--- src/rtl/alarm_controller.sv ---
// Alarm scheduler: BCD alarm time edit, match detect,
// ring / snooze / stop sequencing in the 1 Hz domain.
module alarm_controller #(
  parameter int SNOOZE_MIN     = 5,
  parameter int RING_TIMEOUT_S = 60,
  parameter int MAX_SNOOZE     = 3
) (
  input  logic       clk,
  input  logic       rst_n,
  input  logic       tick_1s,
  input  logic [1:0] hour_ten,
  input  logic [3:0] hour_unit,
  input  logic [3:0] min_ten,
  input  logic [3:0] min_unit,
  input  logic [3:0] sec_ten,
  input  logic [3:0] sec_unit,
  input  logic       alarm_en,
  input  logic       set_mode,
  input  logic       sel,
  input  logic       up,
  input  logic       down,
  input  logic       snooze,
  input  logic       stop,
  output logic [1:0] alm_hour_ten,
  output logic [3:0] alm_hour_unit,
  output logic [3:0] alm_min_ten,
  output logic [3:0] alm_min_unit,
  output logic       field_sel,
  output logic       ringing,
  output logic       snoozing,
  output logic [1:0] state
);

  localparam int SNZ_W = $clog2(SNOOZE_MIN * 60 + 1);
  localparam int USE_W = $clog2(MAX_SNOOZE + 1);
  localparam logic [SNZ_W-1:0] SNZ_LOAD = SNZ_W'(SNOOZE_MIN * 60);
  localparam logic [USE_W-1:0] USE_MAX = USE_W'(MAX_SNOOZE);
  localparam logic [7:0] RING_MAX = 8'(RING_TIMEOUT_S);

  typedef enum logic [1:0] {
    IDLE    = 2'd0,
    ARMED   = 2'd1,
    RINGING = 2'd2,
    SNOOZE  = 2'd3
  } state_t;

  state_t           st, st_n;
  logic [7:0]       ring_cnt, ring_n;
  logic [SNZ_W-1:0] snz_cnt, snz_n;
  logic [USE_W-1:0] use_cnt, use_n;
  logic             match_c, match_q, match_ev;

  logic [1:0] ht_n;
  logic [3:0] hu_n, mt_n, mu_n;
  logic       fs_n;

  assign state = st;

  assign match_c = alarm_en && !set_mode &&
                   hour_ten == alm_hour_ten &&
                   hour_unit == alm_hour_unit &&
                   min_ten == alm_min_ten &&
                   min_unit == alm_min_unit &&
                   sec_ten == 4'd0 &&
                   sec_unit == 4'd0;
  assign match_ev = match_c && !match_q;

  // Next alarm digits from the edit buttons, BCD per digit
  always_comb begin
    ht_n = alm_hour_ten;
    hu_n = alm_hour_unit;
    mt_n = alm_min_ten;
    mu_n = alm_min_unit;
    fs_n = field_sel;
    if (set_mode) begin
      if (sel) fs_n = ~field_sel;
      if (up && !down) begin
        if (!field_sel) begin
          if (alm_hour_ten == 2'd2 &&
              alm_hour_unit == 4'd3) begin
            ht_n = 2'd0;
            hu_n = 4'd0;
          end else if (alm_hour_unit == 4'd9) begin
            ht_n = alm_hour_ten + 2'd1;
            hu_n = 4'd0;
          end else begin
            hu_n = alm_hour_unit + 4'd1;
          end
        end else begin
          if (alm_min_unit == 4'd9) begin
            mu_n = 4'd0;
            mt_n = (alm_min_ten == 4'd5) ?
                   4'd0 : alm_min_ten + 4'd1;
          end else begin
            mu_n = alm_min_unit + 4'd1;
          end
        end
      end else if (down && !up) begin
        if (!field_sel) begin
          if (alm_hour_ten == 2'd0 &&
              alm_hour_unit == 4'd0) begin
            ht_n = 2'd2;
            hu_n = 4'd3;
          end else if (alm_hour_unit == 4'd0) begin
            ht_n = alm_hour_ten - 2'd1;
            hu_n = 4'd9;
          end else begin
            hu_n = alm_hour_unit - 4'd1;
          end
        end else begin
          if (alm_min_unit == 4'd0) begin
            mu_n = 4'd9;
            mt_n = (alm_min_ten == 4'd0) ?
                   4'd5 : alm_min_ten - 4'd1;
          end else begin
            mu_n = alm_min_unit - 4'd1;
          end
        end
      end
    end
  end

  // Alarm time and edited-field registers
  always_ff @(posedge clk or negedge rst_n) begin
    if (!rst_n) begin
      alm_hour_ten  <= 2'd0;
      alm_hour_unit <= 4'd6;
      alm_min_ten   <= 4'd0;
      alm_min_unit  <= 4'd0;
      field_sel     <= 1'b0;
    end else begin
      alm_hour_ten  <= ht_n;
      alm_hour_unit <= hu_n;
      alm_min_ten   <= mt_n;
      alm_min_unit  <= mu_n;
      field_sel     <= fs_n;
    end
  end

  // Ring / snooze sequencing and its counters
  always_comb begin
    st_n   = st;
    ring_n = ring_cnt;
    snz_n  = snz_cnt;
    use_n  = use_cnt;
    if (!alarm_en) begin
      st_n   = IDLE;
      ring_n = '0;
      snz_n  = '0;
      use_n  = '0;
    end else begin
      unique case (st)
        IDLE: st_n = ARMED;
        ARMED: begin
          if (match_ev) begin
            st_n   = RINGING;
            ring_n = '0;
            use_n  = '0;
          end
        end
        RINGING: begin
          if (set_mode || stop) begin
            st_n = ARMED;
          end else if (snooze) begin
            if (use_cnt < USE_MAX) begin
              st_n  = SNOOZE;
              snz_n = SNZ_LOAD;
              use_n = use_cnt + USE_W'(1);
            end else begin
              st_n = ARMED;
            end
          end else if (tick_1s) begin
            ring_n = ring_cnt + 8'd1;
            if (ring_n == RING_MAX) st_n = ARMED;
          end
        end
        SNOOZE: begin
          if (set_mode || stop) begin
            st_n = ARMED;
          end else if (tick_1s) begin
            snz_n = snz_cnt - SNZ_W'(1);
            if (snz_cnt == SNZ_W'(1)) begin
              st_n   = RINGING;
              ring_n = '0;
            end
          end
        end
        default: st_n = IDLE;
      endcase
    end
  end

  // State, counters, match history and decoded outputs
  always_ff @(posedge clk or negedge rst_n) begin
    if (!rst_n) begin
      st       <= IDLE;
      ring_cnt <= '0;
      snz_cnt  <= '0;
      use_cnt  <= '0;
      match_q  <= 1'b0;
      ringing  <= 1'b0;
      snoozing <= 1'b0;
    end else begin
      st       <= st_n;
      ring_cnt <= ring_n;
      snz_cnt  <= snz_n;
      use_cnt  <= use_n;
      match_q  <= match_c;
      ringing  <= (st_n == RINGING);
      snoozing <= (st_n == SNOOZE);
    end
  end

endmodule

--- config.mk ---
export PLATFORM = sky130hd
export DESIGN_NAME = alarm_controller
export DESIGN_NICKNAME = d
export VERILOG_FILES = /design/src/rtl/alarm_controller.sv
export SDC_FILE = /design/constraint.sdc
export NUM_CORES = 1
export LEC_CHECK = 0
export CORE_ASPECT_RATIO = 1.4
export CORE_MARGIN = 2
export CORE_UTILIZATION = 42
export DETAILED_ROUTE_END_ITERATION = 16
export PLACE_DENSITY = 0.71
export SETUP_SLACK_MARGIN = 0.1
export SLEW_MARGIN = 10
export SYNTH_ARGS = -nofsm -noshare
export SYNTH_HDL_FRONTEND = slang
export SYNTH_SLANG_ARGS = --single-unit
--- constraint.sdc ---
create_clock -name clk -period 3.6 [get_ports clk]
set_input_delay 0.54 -clock clk [delete_from_list [all_inputs] [get_ports clk]]
set_output_delay 0.54 -clock clk [all_outputs]
set_load 0.02 [all_outputs]
==> summary.md <==
| Metric | Value |
|---|---|
| Status | complete, no violations |
| Post-CTS Setup Repair Bufs | 0 |
| Largest net degree at the start of global routing | 40 |
| Crit-path max FO | 8 |
| Port Buf Inserts | 50 |
| Synth area leader | dfrtp_1 |
| XOR/XNOR share of the synthesized area | 0.06224 |
| Max-cap violation count | 0 |
| Mux contribution to synthesized area | 0.02433 |
| Adder-cell share of the synthesized area | 0.05615 |
| Slew HR | 0.4340 |
| Final setup fails | 0 |
| Largest family of logic cells by synthesized area | simple AND/OR/NAND/NOR gates |
| Fmax | 0.3695 GHz |
| Mapped Cells | 324 |
| CP Capture Type | flop |
| Initial Util | 0.4335 |
| PostCTS Resize Cnt | 0 |
| Avg WL per Cell | 14.11 um |
| CP startpoint | set_mode |
| Core Area | 6168 um2 |
| Buf+Inv Stages, Crit Path | 1 |
| Startpoint Class | input pin |
| Ant. Diodes | 0 |
| Hpwl dp | 4.829 mm |
| Worst-case clock buffer depth | 2 |
| RePlAce Congestion | 0.8748 |
| Layout Cells excl Fill | 445 |
| Root Buffer | clkbuf_8 |
| Initial antenna violation count | 0 |
| Fraction of the mapped netlist area in simple logic gates | 0.2653 |
| Hold Crit Class | in2async |
| Post-Route WL | 6.280 mm |
| TritonCTS Sinks | 39 |
| R2r startpoint | alm_hour_unit[2] |
| Post-synthesis compound-gate area fraction | 0.1802 |
| Nets | 416 |
| Via count | 2,510 |
| Worst Path Arrival | 2.89 ns |
| Detail Route Antenna Nets | 0 |
| Netlist cell types | 53 |
| Net switching power | 685.0 uW |
| Syn_area_per_cell | 8.253 um2 |
| Clock-pin slew on the worst setup and hold paths | 0.08 ns |
| Critical Path RT | 3.79 ns |
| Top cell type's share of synthesized area | 0.3463 |
| Final Skew | 0.005851 ns |
| Share of power burned in the clock network | 0.172 |
| Syn. warnings | 0 |
| Number of flops mapped to enable cells by yosys | 0 |
| Count of state elements after synthesis | 39 |
| Number of global-route vias before repair | 2,500 |
| Delay-heaviest family, CP | simple AND/OR/NAND/NOR gates |
| Critical path's slowest cell | clkdlybuf4s50_1 |
| Crit-path cells | clkdlybuf4s50_1 > nand2b_1 > o21bai_1 > or4_4 > o31a_1 > or2_1 > a22o_1 |
| Critical path class | in2reg |
| Final Instance Area | 3327 um2 |
| First DRT Iteration DRCs | 129 |
| H-tree depth | 2 |
| Switching share of total power | 0.4045 |
| Static Leak | 1.350 nW |
| Power Dens Cells | 509.0 nW/um2 |
| Sequential share of power | 0.415 |
| DRC Markers | 0 |
| Initial DRT Pass Iterations | 4 |
| Post-CTS Hold Fix Bufs | 0 |
| Ys async rst share | 1.000 |
| Worst path max stage delay | 0.56 ns |
| Via density | 5.640 |
| Comb pwr share | 0.413 |
| Slew @ Worst Pin | 0.8491 ns |
| Slew Viols, Final | 0 |
| WHS | 0.3384 ns |
| Final Cycle Share | 0.7517 |
| Die Wd | 71.44 um |
| I/O pins | 51 |
| Setup_tns | 0 ns |
| GRT Overall Usage | 0.1919 |
| Area after DPL | 3246 um2 |
| Internal power | 1.009 mW |
| GRT overflow | 0 |
| RSZ-0062 raised after global routing | false |
| Worst vdd ir | 381.7 uV |
| Synth Cell Area | 2674 um2 |
| Clock latency at the later pin of the worst-skew pair | 0.30 ns |
| Seq/Total Area, Yosys | 0.3659 |
| CTS tree | built |
| Final Core Density | 0.5394 |
| Layout cells sized above 1 | 0.07507 |
| Synth Flop Type | dfrtp_1 |
| Chip height | 98.41 um |
| First-pass GRT wire length | 10.98 mm |
| Area Growth Syn to Fin | 24.43% |
| R2r setup slk | 1.24 ns |
| Placed cells | 437 |
| Fin. Hold Viols | 0 |
| TritonCTS buffer count | 5 |
| Top cells by area, synth | dfrtp_1 35%, ha_1 5.6%, o21ai_0 4.7% |
| Syn_nets | 368 |
| Crit path time final | 2.706 ns |
| Floorplan row count | 34 |
| DIE AREA | 7030 um2 |
cells by family after synthesis:
logic type,Yosys count
flops,39
buf+inv,32
simple gates,136
compound gates,80
xor+xnor,19
mux,6
fa+ha+maj,12
path summary, 6_finish.rpt:
| path | endpoint | cells past startpoint |
|---|---|---|
| worst min register to register | use_cnt[1] | 1 |
| worst min-delay path | snz_cnt[8] | 1 |
| min in group clk | use_cnt[1] | 1 |
| worst max-delay path | ring_cnt[1] | 7 |
| worst max register to register | ring_cnt[1] | 6 |
| max in group asynchronous | alm_min_ten[3] | 1 |
area by class of cell:
cell class	instances	area [um2]
fillers	564	2841
multi-input cells	253	1573
flip-flops and latches	39	978.4
repair buffers	56	540.5
well taps	72	90.09
clock buffers	7	76.32
inverters	17	63.81
clock inverters	1	5.005
layer usage:
layer / vias up / global-route usage / wire (um)
met5: - / 0 / 0
met4: 0 / 0.07983 / 113
met3: 12 / 0.03406 / 309
met2: 69 / 0.3419 / 3215
met1: 1182 / 0.2217 / 2641
li1: 1247 / - / -
power groups by stage:
stage | Combinational, mW | Sequential [mW] | Clock (mW)
after floorplan | 0.455 | 0.675 | 0
after global placement | 0.696 | 0.709 | 0
after detailed placement | 0.702 | 0.709 | 0
after CTS | 0.705 | 0.703 | 0.300
after global routing | 0.778 | 0.723 | 0.315
final | 0.700 | 0.702 | 0.291
Yosys cell counts, drive strengths merged, types with 2 or more instances:
| cell type | n |
|---|---|
| nor3b | 5 |
| or2 | 3 |
| mux2 | 4 |
| nor4b | 2 |
| nand3 | 8 |
| nor4 | 5 |
| o21ai | 26 |
| nand4b | 4 |
| nand2 | 33 |
| xnor2 | 9 |
| xor2 | 10 |
| o211ai | 2 |
| and2 | 3 |
| buf | 3 |
| nor2 | 30 |
| nor2b | 5 |
| nand4 | 3 |
| o31ai | 6 |
| or3 | 2 |
| a31o | 2 |
| clkbuf | 12 |
| a21oi | 24 |
| or4 | 2 |
| or3b | 2 |
| ha | 12 |
| nand2b | 3 |
| nor3 | 19 |
| inv | 17 |
| mux2i | 2 |
| a211oi | 3 |
| o22ai | 5 |
| and3 | 5 |
| dfstp | 2 |
| dfrtp | 37 |
registers in the layout (all words and copies together) (netlist names):
name / flops
snz_cnt: 9
alm_min_unit: 4
ring_cnt: 8
match_q: 1
state: 2
alm_hour_ten: 2
field_sel: 1
use_cnt: 2
snoozing: 1
ringing: 1
alm_hour_unit: 4
alm_min_ten: 4
cell usage in the layout, fill, tap and decap left out, types with 5 or more instances in the layout:
cell type	synthesis	layout
ha_1	12	12
o22ai_1	5	5
inv_1	17	17
a21oi_1	24	24
nand3_1	8	8
dfrtp_1	37	37
buf_4	0	6
clkdlybuf4s50_1	0	49
o21ai_0	25	25
and3_1	5	5
clkbuf_8	0	5
nand2_1	33	33
nor3_1	19	19
nor2b_1	5	5
o31ai_1	6	6
nor2_1	30	30
xnor2_1	9	9
xor2_1	10	10
nor3b_1	5	5
through the flow:
step,worst slack (ns),total power [mW]
final,0.8939,1.694
after global routing,0.7326,1.816
after CTS,0.9161,1.709
after detailed placement,0.5951,1.411
after global placement,0.6563,1.404
after floorplan,1.198,1.130
No activity file was read; power rests on OpenSTA's default activity.
